[src/rtl/cba_region_unpacker_pkg.sv]
// Shared constants, lookup tables and the pure region-unpack function for the CBA end-of-column unpacker.
// The unpack function works on maximum-size vectors so one definition serves every parameter set.
package cba_region_unpacker_pkg;

    localparam logic [3:0] TOT_EMPTY   = 4'hF;
    localparam logic [3:0] TOT_MISSING = 4'hE;

    localparam int NPIX_MAX  = 64;
    localparam int SLOTS_MAX = 64;
    localparam int TB_MAX    = 8;

    // Readout order of the 16 pixels of a 4x4 region; identity for the current sensor.
    localparam int PIX_ORDER [16] = '{0, 1, 2, 3, 4, 5, 6, 7, 8, 9, 10, 11, 12, 13, 14, 15};
    localparam int REGION_MAP [16] = '{6, 4, 2, 0, 7, 5, 3, 1, 14, 12, 10, 8, 15, 13, 11, 9};

    typedef logic [TB_MAX-1:0]      code_t;
    typedef code_t [NPIX_MAX-1:0]   codes_t;

    function automatic int out_id_w(input int row_bits, input int rows);
        return row_bits + $clog2(rows);
    endfunction

    function automatic int word_w(input int rows, input int pix_per_row, input int tot_bits, input int slots);
        return slots * tot_bits + rows * pix_per_row;
    endfunction

    function automatic int pix_pos(input int i, input int npix);
        if (npix == 16 && i < 16) return PIX_ORDER[i];
        return i;
    endfunction

    // Hit pixels consume packed slots in ascending pixel order; excess hits are marked missing.
    function automatic codes_t unpack_region(input logic [NPIX_MAX-1:0]        hits,
                                             input logic [SLOTS_MAX*TB_MAX-1:0] slots,
                                             input int                          npix,
                                             input int                          nslots,
                                             input int                          tot_bits);
        codes_t c;
        code_t  empty_c;
        int     k;
        c       = '0;
        k       = 0;
        empty_c = TB_MAX'((1 << tot_bits) - 1);
        for (int i = 0; i < NPIX_MAX; i++) begin
            if (i < npix) begin
                if (hits[i]) begin
                    if (k < nslots) c[pix_pos(i, npix)] = slots[k*tot_bits +: TB_MAX] & empty_c;
                    else            c[pix_pos(i, npix)] = TB_MAX'(TOT_MISSING) & empty_c;
                    k++;
                end else begin
                    c[pix_pos(i, npix)] = empty_c;
                end
            end
        end
        return c;
    endfunction

endpackage

[src/rtl/cba_region_unpacker_if.sv]
// Column-readout input bus and per-row output bus of the region unpacker.
// master drives input words and downstream ready; slave is the unpacker itself.
interface cba_region_unpacker_if
    import cba_region_unpacker_pkg::*;
#(
    parameter int ROW_BITS    = 8,
    parameter int ROWS        = 4,
    parameter int PIX_PER_ROW = 4,
    parameter int TOT_BITS    = 4,
    parameter int TOT_SLOTS   = 8
);
    localparam int DATA_W = word_w(ROWS, PIX_PER_ROW, TOT_BITS, TOT_SLOTS);
    localparam int ID_W   = out_id_w(ROW_BITS, ROWS);
    localparam int ROW_W  = PIX_PER_ROW * TOT_BITS;

    logic [ROW_BITS-1:0] RowIdIn;
    logic                DataValidIn;
    logic [DATA_W-1:0]   DataIn;
    logic                InReady;
    logic [ID_W-1:0]     RowIdOut;
    logic                DataValidOut;
    logic                DataReadyOut;
    logic [ROW_W-1:0]    DataOut;
    logic                Busy;
    logic [15:0]         OverflowCnt;

    modport master (
        output RowIdIn, DataValidIn, DataIn, DataReadyOut,
        input  InReady, RowIdOut, DataValidOut, DataOut, Busy, OverflowCnt
    );

    modport slave (
        input  RowIdIn, DataValidIn, DataIn, DataReadyOut,
        output InReady, RowIdOut, DataValidOut, DataOut, Busy, OverflowCnt
    );

endinterface

[src/rtl/cba_region_unpacker_fifo.sv]
// Word FIFO with registered full/empty flags; head is read combinationally, write-to-read latency 1 cycle.
// Writes while full are dropped and counted (saturating); a pop frees its slot only from the next cycle.
module cba_region_unpacker_fifo #(
    parameter int DEPTH = 16,
    parameter int WIDTH = 8
) (
    input  logic             Clk,
    input  logic             Reset,
    input  logic             wr_vld,
    input  logic [WIDTH-1:0] wr_dat,
    output logic             full,
    input  logic             rd,
    output logic [WIDTH-1:0] rd_dat,
    output logic             empty,
    output logic [15:0]      ovf_cnt
);
    localparam int DB = $clog2(DEPTH);

    logic [WIDTH-1:0] mem [DEPTH];
    logic [DB:0]      wr_ptr, rd_ptr, wr_nxt, rd_nxt;
    logic             push, pop;

    assign push   = wr_vld && !full;
    assign pop    = rd && !empty;
    assign wr_nxt = wr_ptr + (DB+1)'(push);
    assign rd_nxt = rd_ptr + (DB+1)'(pop);
    assign rd_dat = mem[rd_ptr[DB-1:0]];

    always_ff @(posedge Clk) begin
        if (push) mem[wr_ptr[DB-1:0]] <= wr_dat;
    end

    always_ff @(posedge Clk) begin
        if (Reset) begin
            wr_ptr  <= '0;
            rd_ptr  <= '0;
            full    <= 1'b0;
            empty   <= 1'b1;
            ovf_cnt <= '0;
        end else begin
            wr_ptr <= wr_nxt;
            rd_ptr <= rd_nxt;
            empty  <= (wr_nxt == rd_nxt);
            // Extra pointer MSB distinguishes full from empty when the index bits match.
            full   <= (wr_nxt[DB] != rd_nxt[DB]) && (wr_nxt[DB-1:0] == rd_nxt[DB-1:0]);
            if (wr_vld && full && ovf_cnt != 16'hFFFF) ovf_cnt <= ovf_cnt + 16'd1;
        end
    end

endmodule

[src/rtl/cba_region_unpacker.sv]
// Expands buffered compressed region words into per-row ToT words, one row per cycle, skipping empty rows.
// Rows are presented combinationally from the FIFO head; a stalled row holds until DataReadyOut.
module cba_region_unpacker
    import cba_region_unpacker_pkg::*;
#(
    parameter int DEPTH       = 16,
    parameter int ROW_BITS    = 8,
    parameter int ROWS        = 4,
    parameter int PIX_PER_ROW = 4,
    parameter int TOT_BITS    = 4,
    parameter int TOT_SLOTS   = 8,
    parameter int MAP_MODE    = 0
) (
    input  logic                  Clk,
    input  logic                  Reset,
    cba_region_unpacker_if.slave  bus
);
    localparam int NPIX   = ROWS * PIX_PER_ROW;
    localparam int SLOT_W = TOT_SLOTS * TOT_BITS;
    localparam int DATA_W = word_w(ROWS, PIX_PER_ROW, TOT_BITS, TOT_SLOTS);
    localparam int RB     = $clog2(ROWS);
    localparam int ROW_W  = PIX_PER_ROW * TOT_BITS;
    localparam int ID_W   = out_id_w(ROW_BITS, ROWS);
    localparam int FIFO_W = ROW_BITS + DATA_W;

    typedef enum logic {IDLE, SCAN} state_t;

    logic                        fifo_full, fifo_empty, fifo_pop;
    logic [FIFO_W-1:0]           head;
    logic [15:0]                 ovf_cnt;
    logic [ROW_BITS-1:0]         head_id;
    logic [NPIX-1:0]             head_hits;
    logic [SLOT_W-1:0]           head_slots;
    codes_t                      codes;
    logic [ROWS-1:0][ROW_W-1:0]  row_data;
    logic [ROWS-1:0]             row_ne;
    logic [RB-1:0]               rptr, sel;
    logic                        found, last, row_vld;
    logic [ID_W-1:0]             mapped_id;
    state_t                      state;
    logic                        unused_codes;

    cba_region_unpacker_fifo #(.DEPTH(DEPTH), .WIDTH(FIFO_W)) u_fifo (
        .Clk     (Clk),
        .Reset   (Reset),
        .wr_vld  (bus.DataValidIn),
        .wr_dat  ({bus.RowIdIn, bus.DataIn}),
        .full    (fifo_full),
        .rd      (fifo_pop),
        .rd_dat  (head),
        .empty   (fifo_empty),
        .ovf_cnt (ovf_cnt)
    );

    assign head_id    = head[FIFO_W-1 -: ROW_BITS];
    assign head_hits  = head[SLOT_W +: NPIX];
    assign head_slots = head[0 +: SLOT_W];

    assign codes = unpack_region(NPIX_MAX'(head_hits), (SLOTS_MAX*TB_MAX)'(head_slots),
                                 NPIX, TOT_SLOTS, TOT_BITS);
    assign unused_codes = ^codes;

    always_comb begin
        row_data = '0;
        row_ne   = '0;
        for (int r = 0; r < ROWS; r++) begin
            for (int c = 0; c < PIX_PER_ROW; c++) begin
                row_data[r][c*TOT_BITS +: TOT_BITS] = codes[r*PIX_PER_ROW + c][TOT_BITS-1:0];
            end
            row_ne[r] = (row_data[r] != {ROW_W{1'b1}});
        end
    end

    // Lowest non-empty row at or after the row pointer, and whether it is the word's final one.
    always_comb begin
        found = 1'b0;
        last  = 1'b1;
        sel   = '0;
        for (int i = 0; i < ROWS; i++) begin
            if (row_ne[i] && i >= int'(rptr)) begin
                if (!found) begin
                    found = 1'b1;
                    sel   = RB'(i);
                end else begin
                    last = 1'b0;
                end
            end
        end
    end

    // The registered empty flag is the IDLE/SCAN state; only the row pointer needs its own register.
    assign state    = fifo_empty ? IDLE : SCAN;
    assign row_vld  = (state == SCAN) && found;
    assign fifo_pop = (state == SCAN) && (!found || (bus.DataReadyOut && last));

    always_ff @(posedge Clk) begin
        if (Reset) begin
            rptr <= '0;
        end else if (fifo_pop) begin
            rptr <= '0;
        end else if (row_vld && bus.DataReadyOut) begin
            rptr <= sel + RB'(1);
        end
    end

    if (MAP_MODE == 1) begin : g_map_interleave
        logic [3:0] map_idx;
        assign map_idx   = {head_id[1:0], sel};
        assign mapped_id = {head_id[ROW_BITS-1:2], 4'(REGION_MAP[map_idx])};
    end else begin : g_map_linear
        assign mapped_id = {head_id, sel};
    end

    assign bus.DataValidOut = row_vld;
    assign bus.RowIdOut     = row_vld ? mapped_id : '0;
    assign bus.DataOut      = row_vld ? row_data[sel] : '0;
    assign bus.InReady      = !fifo_full;
    assign bus.Busy         = !fifo_empty || row_vld;
    assign bus.OverflowCnt  = ovf_cnt;

endmodule

[src/flat_wrapper.sv]
// flat-port wrapper written by rule: the top's interface ports become plain ports
module cba_region_unpacker_flat import cba_region_unpacker_pkg::*;
#(
    parameter int DEPTH       = 16,
    parameter int ROW_BITS    = 8,
    parameter int ROWS        = 4,
    parameter int PIX_PER_ROW = 4,
    parameter int TOT_BITS    = 4,
    parameter int TOT_SLOTS   = 8,
    parameter int MAP_MODE    = 0
)
  (Clk, Reset, bus_RowIdIn, bus_DataValidIn, bus_DataIn, bus_DataReadyOut, bus_InReady, bus_RowIdOut, bus_DataValidOut, bus_DataOut, bus_Busy, bus_OverflowCnt);
  cba_region_unpacker_if #(.ROW_BITS(ROW_BITS), .ROWS(ROWS), .PIX_PER_ROW(PIX_PER_ROW), .TOT_BITS(TOT_BITS), .TOT_SLOTS(TOT_SLOTS)) bus_i ();
  input  logic Clk;
  input  logic Reset;
  input wire logic [$bits(bus_i.RowIdIn)-1:0] bus_RowIdIn;
  input wire logic [$bits(bus_i.DataValidIn)-1:0] bus_DataValidIn;
  input wire logic [$bits(bus_i.DataIn)-1:0] bus_DataIn;
  input wire logic [$bits(bus_i.DataReadyOut)-1:0] bus_DataReadyOut;
  output wire logic [$bits(bus_i.InReady)-1:0] bus_InReady;
  output wire logic [$bits(bus_i.RowIdOut)-1:0] bus_RowIdOut;
  output wire logic [$bits(bus_i.DataValidOut)-1:0] bus_DataValidOut;
  output wire logic [$bits(bus_i.DataOut)-1:0] bus_DataOut;
  output wire logic [$bits(bus_i.Busy)-1:0] bus_Busy;
  output wire logic [$bits(bus_i.OverflowCnt)-1:0] bus_OverflowCnt;
  assign bus_i.RowIdIn = bus_RowIdIn;
  assign bus_i.DataValidIn = bus_DataValidIn;
  assign bus_i.DataIn = bus_DataIn;
  assign bus_i.DataReadyOut = bus_DataReadyOut;
  assign bus_InReady = bus_i.InReady;
  assign bus_RowIdOut = bus_i.RowIdOut;
  assign bus_DataValidOut = bus_i.DataValidOut;
  assign bus_DataOut = bus_i.DataOut;
  assign bus_Busy = bus_i.Busy;
  assign bus_OverflowCnt = bus_i.OverflowCnt;
  cba_region_unpacker #(.DEPTH(DEPTH), .ROW_BITS(ROW_BITS), .ROWS(ROWS), .PIX_PER_ROW(PIX_PER_ROW), .TOT_BITS(TOT_BITS), .TOT_SLOTS(TOT_SLOTS), .MAP_MODE(MAP_MODE)) u_core (.Clk(Clk), .Reset(Reset), .bus(bus_i));
endmodule
[config.mk]
export PLATFORM = sky130hd
export DESIGN_NAME = cba_region_unpacker_flat
export DESIGN_NICKNAME = d
export VERILOG_FILES = /design/src/rtl/cba_region_unpacker_pkg.sv /design/src/rtl/cba_region_unpacker_if.sv /design/src/rtl/cba_region_unpacker_fifo.sv /design/src/rtl/cba_region_unpacker.sv /design/src/flat_wrapper.sv
export SDC_FILE = /design/constraint.sdc
export NUM_CORES = 1
export LEC_CHECK = 0
export BUFFER_PORTS_ARGS = -buffer_cell sky130_fd_sc_hd__buf_4
export CORE_MARGIN = 5
export CORE_UTILIZATION = 55
export DETAILED_ROUTE_END_ITERATION = 6
export PLACE_DENSITY = 0.72
export SLEW_MARGIN = 20
export SYNTH_ARGS = -nofsm -noshare
export SYNTH_HDL_FRONTEND = slang
export SYNTH_HIERARCHICAL = 1
export SYNTH_SLANG_ARGS = --single-unit
[constraint.sdc]
create_clock -name Clk -period 25.2 [get_ports Clk]
set_clock_uncertainty 0.15 [all_clocks]
set_input_delay 5.04 -clock Clk [delete_from_list [all_inputs] [get_ports Clk]]
set_output_delay 5.04 -clock Clk [all_outputs]
set_load 0.1 [all_outputs]
### After elaboration in Yosys (flattened, before gate mapping)

Memories as Yosys holds them, arrays and structs flattened. A register that Yosys moved wholly into a read port is not among the register bits.
Index checks and enable logic that the tools add are counted.
W data, S select, Z words.

| word-level totals | value |
|---|---|
| bits of input ports | 60 |
| latch bits | 0 |
| memories kept | 1 |
| word-level logic and storage cells | 573 |
| register bits | 30 |
| ROM bits | 0 |
| bits in writable memories | 896 |
| output and inout bits | 45 |

| cells by class | value |
|---|---|
| equal/unequal tests | 8 |
| bitwise operators | 91 |
| order comparisons | 113 |
| multiply operators | 0 |
| reductions and logical operators | 65 |
| mux-type cells | 256 |
| divide/modulo/power cells | 0 |
| add/sub/neg operators | 18 |
| shifts and indexed selects | 15 |

Memories:

| memory | words | width | read ports | clocked after Yosys merged registers in | wr ports | line | RTL |
|---|---|---|---|---|---|---|---|
| u_core.u_fifo.mem | 16 | 56 | 1 | 1 | 1 | cba_region_unpacker_fifo.sv:19 | `logic [WIDTH-1:0] mem [DEPTH];` |

Operators by type and width:

| operator | number |
|---|---|
| $mux W512 | 29 |
| $bwmux W512 | 15 |
| $shiftx A512 B32 Y4 | 15 |
| $and A320 B320 Y320 | 14 |
| $not A320 Y320 | 14 |
| $and A256 B256 Y256 | 14 |
| $not A256 Y256 | 14 |
| $or A256 B256 Y256 | 14 |
| $mux W32 | 91 |
| $or A192 B192 Y192 | 14 |
| $demux W8 S6 | 47 |
| $ge A32 B1 Y1 const B | 47 |
| $lt A32 B8 Y1 const B | 47 |
| $and A508 B512 Y512 | 1 |
| $lt A32 B5 Y1 const B | 15 |
| $add A32 B2 Y32 const B | 14 |
| $mux W8 | 47 |
| $mux W124 | 2 |
| $ne A16 B16 Y1 const B | 5 |
| $and A76 B76 Y76 | 1 |
| $not A76 Y76 | 1 |
| $or A64 B64 Y64 | 1 |
| $and A60 B60 Y60 | 1 |
| $not A60 Y60 | 1 |
| other kinds (20) | 102 |

### Depth between registers and ports, before layout

Gate-level depths: netlist (run 1).

| depth | value |
|---|---|
| word-level depth | 70 |
| depth in mapped cells | 77 |
| mapped depth without buffers | 68 |

### Cells and area by module

Netlist (run 1), hierarchy kept.

Modules (own cells, without submodules):

| module | area an instance (µm²) | cells each | seq. area each (µm²) | times used |
|---|---|---|---|---|
| cba_region_unpacker_fifo | 35001.1 | 1408 | 27466.3 | 1 |
| cba_region_unpacker | 7250.7 | 837 | 40.0 | 1 |

### Worst setup path before layout (run 1)

Ideal clock, no wire load.

| timing | value |
|---|---|
| path kind | register to output |
| start | register, netlist name u_core/u_fifo/rd_ptr[1] |
| end | output port bus_DataOut[0] |
| path buffers | 11 |
| data arrival time | 17.882 ns |
| setup slack | 2.128 ns |
| stages on the path, launching flop included | 71 |
| data required time | 20.010 ns |
| path through | dfxtp_1 > buf_2 > buf_2 > clkbuf_1 > mux4_2 > mux4_2 > clkbuf_1 > inv_1 > ha_1 > buf_6 > xor2_4 > ha_1 > nand2_1 > o31ai_1 > ha_1 > mux2i_1 > inv_1 > ha_1 > (+35 left out) > nand2_1 > o21ai_0 > clkbuf_1 > ha_1 > nand2_1 > xnor2_1 > xnor2_1 > buf_2 > mux2_1 > o211ai_1 > o21ai_0 > a31o_2 > and4b_1 > and2b_1 > a41oi_2 > buf_2 > o31ai_1 > a211oi_1 |

RTL lines:

| what | line | RTL |
|---|---|---|
| to (decl) | flat_wrapper.sv:23 | `output wire logic [$bits(bus_i.DataOut)-1:0] bus_DataOut;` |

==> results of run 1 <==
report_power, final:
group	internal [W]	leakage (nW)	switching [W]
Clock	0.000792	1.46	0.000572
Combinational	0.000724	5.17	0.00106
Sequential	0.00171	8.34	0.00000535
worst max-delay path, delay by kind of cell (launching register included):
family	cells	cell delay, ps
buffers and inverters	13	2520
AND/OR/NAND/NOR	14	2680
flip-flops	1	490
AO/OA/AOI/OAI	17	4920
adder cells (fa/ha/maj)	13	4130
multiplexers	4	2190
XOR/XNOR	3	1150
routing by layer:
metal / vias up / wire [um]
li1: 9541 / -
met1: 12292 / 44910
met2: 1284 / 54010
met3: 213 / 10440
met4: 2 / 2744
met5: - / 13
layout make-up:
| type | instances | area share (%) |
|---|---|---|
| flip-flops and latches | 926 | 58.43 |
| multi-input cells | 1139 | 29.74 |
| clock buffers | 116 | 5.260 |
| well taps | 1030 | 2.736 |
| repair buffers | 146 | 2.354 |
| clock inverters | 54 | 1.182 |
| inverters | 34 | 0.2710 |
| diodes | 4 | 0.02125 |
cells in the mapped netlist, types with 18 or more instances:
library cell / number / area share (%)
nand3_1: 53 / 0.63
ha_1: 19 / 0.56
mux2i_1: 113 / 2.7
o21ai_0: 24 / 0.28
dfxtp_1: 30 / 1.4
xnor2_1: 39 / 0.81
mux4_2: 350 / 19
nand2_1: 111 / 0.99
and2_1: 20 / 0.30
nor2_1: 72 / 0.64
a21oi_1: 32 / 0.38
clkbuf_1: 91 / 0.81
nor3_1: 18 / 0.21
buf_6: 20 / 0.53
buf_2: 29 / 0.34
edfxtp_1: 896 / 64
inv_1: 29 / 0.26
cells by family (layout without fill, tap and decap cells):
family / count (synthesis) / in the layout / share of synthesized area (%)
and+or+nand+nor: 371 / 371 / 4.389
buffers and inverters: 180 / 350 / 2.040
other: 0 / 4 / 0
DFF: 926 / 926 / 65.10
muxes: 483 / 483 / 21.88
adders and majority gates: 20 / 20 / 0.5863
AOI/OAI and AO/OA: 190 / 190 / 3.601
xor gates and xnor gates: 75 / 75 / 2.399
per-stage QoR:
step,std cells,hold slack [ps]
after global placement,3274,354.1
after detailed placement,3274,378.2
after global routing,3445,424.5
after CTS,3444,392.7
after floorplan,2245,336.5
final,3449,395.8
registers in the layout (all words and copies together), names as in the netlist:
signal	cells
u_core/u_fifo/mem	896
u_core/u_fifo/ovf_cnt	16
u_core/u_fifo/rd_ptr	5
u_core/u_fifo/wr_ptr	5
u_core/rptr	2
u_core/u_fifo/empty	1
u_core/u_fifo/full	1
worst paths after layout:
path                                            from                                  to  slack [ps]
setup / recovery  u_core/u_fifo/rd_ptr[1]$_SDFF_PP0_                     bus_DataOut[13]        1200
setup reg to reg  u_core/u_fifo/rd_ptr[1]$_SDFF_PP0_      u_core/u_fifo/empty$_SDFF_PP1_        6200
hold / removal    u_core/u_fifo/wr_ptr[4]$_SDFF_PP0_  u_core/u_fifo/wr_ptr[4]$_SDFF_PP0_         400
hold reg to reg   u_core/u_fifo/wr_ptr[4]$_SDFF_PP0_  u_core/u_fifo/wr_ptr[4]$_SDFF_PP0_         400
==> reports/results.ini, run 1 <==
[critical_path]
cp_common_cell=ha_1
start_kind=flip-flop
reg2reg_depth=71
cpMaxStageDelayCell=a21oi_1
critPathMaxFanout=56
slowest_delay_ps=710
critPathCaptureType=output pin
required_ps=20010
path_class=flip-flop to output pin
cp.arrival_ps=18810

[yosys]
ys_seq_area_share_pct=65.10
synth_edf_count=896
syn_nets=2324
synth-warning-count=6
synth_area_sq_mm=0.04225
avgSynthCellArea_sq_um=18.82
synthFlopType=edfxtp_1
ys_seq_elements=926
async_flop_share_pct=0
yosysUniqueCellTypes=101
syn-instance-count=2245

[global_route]
antenna_found_initial=4
grt-ovfl-total=0
grt_max_degree=69
grt_pass1_vias=23527
met2_usage_pct=43.23
use_met1_pct=39.71
grt_util_met3_pct=5.186
grtUsageTotal_pct=27.20
busiest_layer=met2
grt_pass1_wl_mm=163.3

[clocking]
cts_tree=built
clk_latency_ps=660
htreeDepth=3
clkTransAtPathRegs_ps=70
clock_path_buffers=3
cts_hold_buf=0
cts-root-buf=clkbuf_16
ctsResizeCount=0
cts_sinks=926
numCtsBuffers=94
post_cts_buffers=0

[job]
max_cap_violations=0

[sta]
tightest_slew_ps=1133
layout_min_cycle_time_ps=24000
tns_ps=0
max_slew_margin_pct=24.47
setup_viol=0
finalWorstSetupSlack_ps=1199
post-route-period-util_pct=95.24
max_freq_mhz=41.66
hold_viol=0
rsz0062_at_grt=false
maxSlewViolCount=0

[die]
die_x_um=287.2
die_y_um=287.2
dieArea_sq_mm=0.08246
core_sq_mm=0.07608
rows=101
start_util_pct=55.54
ios=105

[power]
p_total_w=0.004854
power_density_mw_per_mm2=103.1
peakVddDrop_v=0.0001456
p_leak_nw=14.97

[detailed_routing]
drt-initial-drc-count=2459
drc=0
post_drt_wl_per_cell_um=32.51
num_vias=23332
ant_nets=0
avgViaCountPerCell=6.765
dr.pass1.iters=5
wl_mm=112.1

[place]
port_buffers=104
dp_slack_ps=1938
place_congestion=0.9482
placed_area_sq_mm=0.04402
dpl.hpwl_mm=64.26

[outcome]
status=completed

[cells_and_area]
area_growth_pct=11.47
design_area_sq_mm=0.04710
finalNetCount=2420
fillers=5280
final_common_cell=edfxtp_1
multi_input_area_sq_mm=0.01401
ff_latch_area_sq_mm=0.02752
finish.utilization_pct=61.91
most-common-layout-cells=edfxtp_1, mux4_2, buf_4
drive_above_1_share_pct=29.65

[hold_path]
hold_class=flip-flop to flip-flop
hold_depth=2

(Power assumes the default switching activity.)
==> run 2, diff against run 1 <==
CORE_UTILIZATION = 36   (was 55)
PLACE_DENSITY = 0.51   (was 0.72)
REMOVE_ABC_BUFFERS = 1   (was unset)
==> run 2 against run 1 <==
Effect of this change:
- the flow now finishes with violations (DRC)
- cell count up 14%
- power down 0.55%
- core utilization down 21 points
- flip-flop and latch count unchanged
- non-clock buffer count up 2
- combinational power about the same
- hold slack worse by 21 ps
- maximum frequency up 0.98%
- clock power about the same
- critical path type unchanged
- highest routed layer unchanged
==> reports/results.ini, run 2 (synthesized netlist as in run 1, its figures left out) <==
[outcome]
status=complete, but fails checks
violations=DRC

[power]
intPower_w=0.003204  ; -0.57%
peakVddDrop_v=0.0001074  ; -26%
p_switching_w=0.001624  ; -0.50%
p_seq_share_pct=35.4  ; about the same
power_density_mw_per_mm2=101.2  ; -1.9%
p_leak_nw=15.00  ; +0.22%
swShare_pct=33.64  ; about the same
power_frac_clock_pct=28.2  ; about the same
comb_power_share_pct=36.4  ; -0.2 points

[critical_path]
critPathMaxFanout=29  ; -48%
cpMaxStageDelayCell=dfxtp_4
cp.arrival_ps=18580  ; -230 ps
required_ps=20010  ; about the same
slowest_delay_ps=750  ; +40 ps
path_class=flip-flop to output pin
start_kind=flip-flop
cp_common_cell=ha_1
critPathCaptureType=output pin

[detailed_routing]
num_vias=23230  ; -0.44%
drc=1  ; +1
avgViaCountPerCell=5.884  ; -13%
drt-initial-drc-count=1995  ; -19%
post_drt_wl_per_cell_um=30.55  ; -6.0%
wl_mm=120.6  ; +7.6%
dr.pass1.iters=7  ; +2
ant_nets=0  ; unchanged

[die]
die_x_um=352.6  ; +23%
start_util_pct=36.31  ; -19 points
ios=105  ; unchanged
rows=125  ; +24%
dieArea_sq_mm=0.1243  ; +51%
die_y_um=352.6  ; +23%
core_sq_mm=0.1164  ; +53%

[global_route]
grtUsageTotal_pct=19.12  ; -8.1 points
grt_pass1_vias=23846  ; +1.4%
grt_max_degree=113  ; +64%
grt_pass1_wl_mm=173.9  ; +6.5%
antenna_found_initial=7  ; +3
grt-ovfl-total=0  ; unchanged

[sta]
hold_viol=0  ; unchanged
rsz0062_at_grt=false
post-route-period-util_pct=94.32  ; -0.93 points
maxSlewViolCount=0  ; unchanged
hold_slack_ps=375.2  ; -20.53 ps
layout_min_cycle_time_ps=23770  ; -233.5 ps
setup_viol=0  ; unchanged
max_freq_mhz=42.07  ; +0.98%
tightest_slew_ps=1078  ; -54.79 ps
max_slew_margin_pct=27.61  ; +3.1 points

[clocking]
clk_latency_ps=680  ; +20 ps
cts-root-buf=clkbuf_16
htreeDepth=3  ; unchanged
cts_sinks=926  ; unchanged
cts_tree=built
numCtsBuffers=99  ; +5.3%
clkTransAtPathRegs_ps=70  ; about the same
post_cts_buffers=0  ; unchanged
clock_path_buffers=3  ; unchanged

[cells_and_area]
finish.utilization_pct=41.02  ; -21 points
largest_register_ffs=896  ; unchanged
final_common_cell=edfxtp_1
design_area_sq_mm=0.04773  ; +1.3%
area_growth_pct=12.96
most-common-layout-cells=edfxtp_1, mux4_2, buf_4
finalNetCount=2427  ; +0.29%
drive_above_1_share_pct=29.88  ; +0.23 points

[place]
placed_area_sq_mm=0.04469  ; +1.5%
dpl.hpwl_mm=68.18  ; +6.1%
place_congestion=0.8690  ; -8.4%
port_buffers=104  ; unchanged

[hold_path]
hold_class=flip-flop to flip-flop

[job]
max_cap_violations=0  ; unchanged

run 2: stage by stage:
| stage | power [W] | TNS [ps] | std cells | setup slack (ps) |
|---|---|---|---|---|
| after floorplan | 0.003042 | -162200 | 2099 | -7298 |
| after global placement | 0.003427 | 0 | 3771 | 1984 |
| after detailed placement | 0.003447 | 0 | 3771 | 1369 |
| after CTS | 0.004823 | 0 | 3947 | 595.1 |
| after global routing | 0.005038 | 0 | 3947 | 38.47 |
| final | 0.004828 | 0 | 3948 | 1432 |
run 2: final cells by class:
| type | count | area (sq um) |
|---|---|---|
| Inverter | 34 | 127.6 |
| Multi-Input combinational cell | 1139 | 14030 |
| Clock buffer | 123 | 2589 |
| Timing Repair Buffer | 148 | 1136 |
| Fill cell | 10345 | 68640 |
| Clock inverter | 53 | 416.7 |
| Antenna cell | 1 | 2.502 |
| Sequential cell | 926 | 27520 |
| Tap cell | 1524 | 1907 |
run 2: routing by layer:
metal	track usage, %	part of all wire, %	vias to the layer above
met5	0	0.027	-
met4	5.018	2.3	6
met3	4.685	7.5	210
met2	30.07	47	894
met1	26.81	44	12573
li1	-	-	9547
run 2: path summary, 6_finish.rpt:
path	slack, ps	startpoint	to	cells past startpoint
setup / recovery	1430	u_core/u_fifo/rd_ptr[0]$_SDFF_PP0_	bus_DataOut[6]	61
hold / removal	380	u_core/u_fifo/rd_ptr[4]$_SDFF_PP0_	u_core/u_fifo/rd_ptr[4]$_SDFF_PP0_	2
setup reg to reg	6960	u_core/u_fifo/rd_ptr[0]$_SDFF_PP0_	u_core/u_fifo/full$_SDFF_PP0_	67
hold reg to reg	380	u_core/u_fifo/rd_ptr[4]$_SDFF_PP0_	u_core/u_fifo/rd_ptr[4]$_SDFF_PP0_	2
run 2: repair_timing:
item,in CTS,in global routing
endpoints found under the setup margin,0,1
hold buffers,0,0
endpoints found under the hold margin,0,0
resized for setup,0,1
run 2: power by group through the flow:
| stage | registers (W) | logic (W) | clock network [W] |
|---|---|---|---|
| 4_1_cts | 0.00171 | 0.00171 | 0.00140 |
| 3_5_place_dp | 0.00174 | 0.00170 | 0 |
| 6_report | 0.00171 | 0.00176 | 0.00136 |
| 2_1_floorplan | 0.00175 | 0.00130 | 0 |
| 3_3_place_gp | 0.00174 | 0.00168 | 0 |
| 5_1_grt | 0.00171 | 0.00186 | 0.00147 |
run 2: critical path, delay by kind of cell, from the launching register on:
family	cells	cell delay (ps)
muxes	4	2330
AOI/OAI and AO/OA	17	5180
buffers and inverters	10	1450
DFF	1	750
xor gates and xnor gates	3	1220
adders and majority gates	13	4290
and+or+nand+nor	14	2570
==> run 3, diff against run 2 <==
CORE_UTILIZATION = 45   (was 36)
PLACE_DENSITY = unset   (was 0.51)
PLACE_DENSITY_LB_ADDON = 0.1   (was unset)
==> run 3 against run 2 <==
Effect of this change:
- non-clock buffer count up 2
- sequential share of layout area is 0.41 points higher
- core utilization rose by 9.8 points
- sequential power about the same
- the run now ends clean
- hold slack better by 4.5 ps
- final area is 0.70% lower
==> reports/results.ini, run 3 (synthesized netlist as in run 1, its figures left out) <==
[critical_path]
path_delay_family=compound AO/OA/AOI/OAI gates
reg2reg_depth=69  ; +3.0%
slowest_delay_ps=790  ; +40 ps
cp_num_buf_inv=11  ; +1
required_ps=20010  ; about the same
critPathCaptureType=output pin
path_depth=62  ; +1.6%
critPathMaxFanout=34  ; +17%
cp_common_cell=ha_1
cp.arrival_ps=18580  ; about the same
path_class=flip-flop to output pin
start_kind=flip-flop
cpMaxStageDelayCell=dfxtp_4

[power]
peakVddDrop_v=0.00009929  ; -7.6%
power_density_mw_per_mm2=101.7  ; +0.51%
p_leak_nw=15.00  ; about the same

[detailed_routing]
num_vias=23140  ; -0.39%
drt-initial-drc-count=2593  ; +30%
drc=0  ; -1
avgViaCountPerCell=6.291  ; +6.9%
post_drt_wl_per_cell_um=32.16  ; +5.3%
wl_mm=118.3  ; -1.9%
ant_nets=0  ; unchanged
dr.pass1.iters=5  ; -2

[cells_and_area]
final_cells=3678  ; -6.8%
design_area_sq_mm=0.04739  ; -0.70%
finalNetCount=2427  ; unchanged
most-common-layout-cells=edfxtp_1, mux4_2, buf_4
largest_register_ffs=896  ; unchanged
area_growth_pct=12.16
fillers=7660  ; -26%
final_common_cell=edfxtp_1
finish.utilization_pct=50.78  ; +9.8 points
drive_above_1_share_pct=29.96  ; +0.078 points

[clocking]
clkTransAtPathRegs_ps=60  ; about the same
cts_tree=built
numCtsBuffers=97  ; -2.0%
htreeDepth=3  ; unchanged
cts_sinks=926  ; unchanged
post_cts_buffers=0  ; unchanged
cts-root-buf=clkbuf_16
clock_path_buffers=3  ; unchanged
cts_hold_buf=0  ; unchanged
clk_latency_ps=660  ; -20 ps
ctsResizeCount=0  ; unchanged

[place]
dpl.hpwl_mm=67.49  ; -1.0%
port_buffers=104  ; unchanged
place_congestion=0.8921  ; +2.7%
dp_cells=3503  ; -7.1%
placed_area_sq_mm=0.04439  ; -0.67%

[sta]
max_slew_margin_pct=22.13  ; -5.5 points
tightest_slew_ps=1165  ; +87.06 ps
maxSlewViolCount=0  ; unchanged
max_freq_mhz=42.07  ; about the same
layout_min_cycle_time_ps=23770  ; +1.940 ps
rsz0062_at_grt=false
tns_ps=0  ; unchanged
hold_viol=0  ; unchanged
setup_viol=0  ; unchanged
post-route-period-util_pct=94.32  ; about the same

[job]
max_cap_violations=0  ; unchanged

[die]
die_y_um=316.4  ; -10%
ios=105  ; unchanged
dieArea_sq_mm=0.1001  ; -19%
rows=112  ; -10%
start_util_pct=45.27  ; +9.0 points
core_sq_mm=0.09333  ; -20%
die_x_um=316.4  ; -10%

[global_route]
grtUsageTotal_pct=23.73  ; +4.6 points
antenna_found_initial=7  ; unchanged
grt_pass1_wl_mm=170.1  ; -2.2%
grt_max_degree=115  ; +1.8%
grt-ovfl-total=0  ; unchanged
grt_pass1_vias=23655  ; -0.80%

[outcome]
status=completed

[hold_path]
hold_depth=2  ; unchanged
hold_class=flip-flop to flip-flop

run 3: cell count changes in the layout (fill, tap and decap cells not counted), moves of 2 or more:
| cell | change |
|---|---|
| clkbuf_1 | +2 |
| clkinv_2 | +5 |
| buf_12 | +2 |
| clkbuf_16 | -2 |
| inv_6 | -4 |
| clkinv_8 | +2 |
| clkinv_1 | -9 |
| diode_2 | +3 |
run 3: worst paths after layout:
path | slack, ps | from | endpoint
max | 1430 | u_core/u_fifo/rd_ptr[0]$_SDFF_PP0_ | bus_DataOut[3]
min | 380 | u_core/u_fifo/wr_ptr[4]$_SDFF_PP0_ | u_core/u_fifo/wr_ptr[4]$_SDFF_PP0_
max reg2reg | 6930 | u_core/u_fifo/rd_ptr[0]$_SDFF_PP0_ | u_core/u_fifo/empty$_SDFF_PP1_
min reg2reg | 380 | u_core/u_fifo/wr_ptr[4]$_SDFF_PP0_ | u_core/u_fifo/wr_ptr[4]$_SDFF_PP0_
run 3: metal layers:
metal	share of wire [%]	GRT usage [%]	vias to the layer above
li1	-	-	9555
met1	42	33.90	12312
met2	46	36.29	1041
met3	8.0	5.424	226
met4	3.8	8.649	6
met5	0.029	0	-
run 3: final cells by class:
type                            count  area, sq um  share of cell area (%)
Sequential cell                   926        27520                   58.07
Multi-Input combinational cell   1139        14010                   29.56
Clock buffer                      123         2546                   5.373
Tap cell                         1254         1569                   3.311
Timing Repair Buffer              150         1176                   2.482
Clock inverter                     48        432.9                  0.9135
Inverter                           34        127.6                  0.2693
Antenna cell                        4        10.01                 0.02112
run 3: power by group:
group | internal, W | switching [W] | total [W]
combinational | 0.000716 | 0.00105 | 0.00176
clock | 0.000775 | 0.000571 | 0.00135
sequential | 0.00171 | 0.00000455 | 0.00171
total | 0.00320 | 0.00162 | 0.00482
run 3: through the flow:
step / power (W) / hold slack [ps] / setup WS, ps
after CTS: 0.004808 / 391.5 / 1198
final: 0.004819 / 379.8 / 1430
after global placement: 0.003432 / 358.3 / 2470
after floorplan: 0.003042 / 336.5 / -7298
after global routing: 0.005027 / 406.2 / 77.16
after detailed placement: 0.003449 / 365.1 / 1948
run 3: worst min-delay path, stage by stage (launching register included):
cell and delay (ps):
dfxtp_1 330, xor2_1 90, nor2_1 80
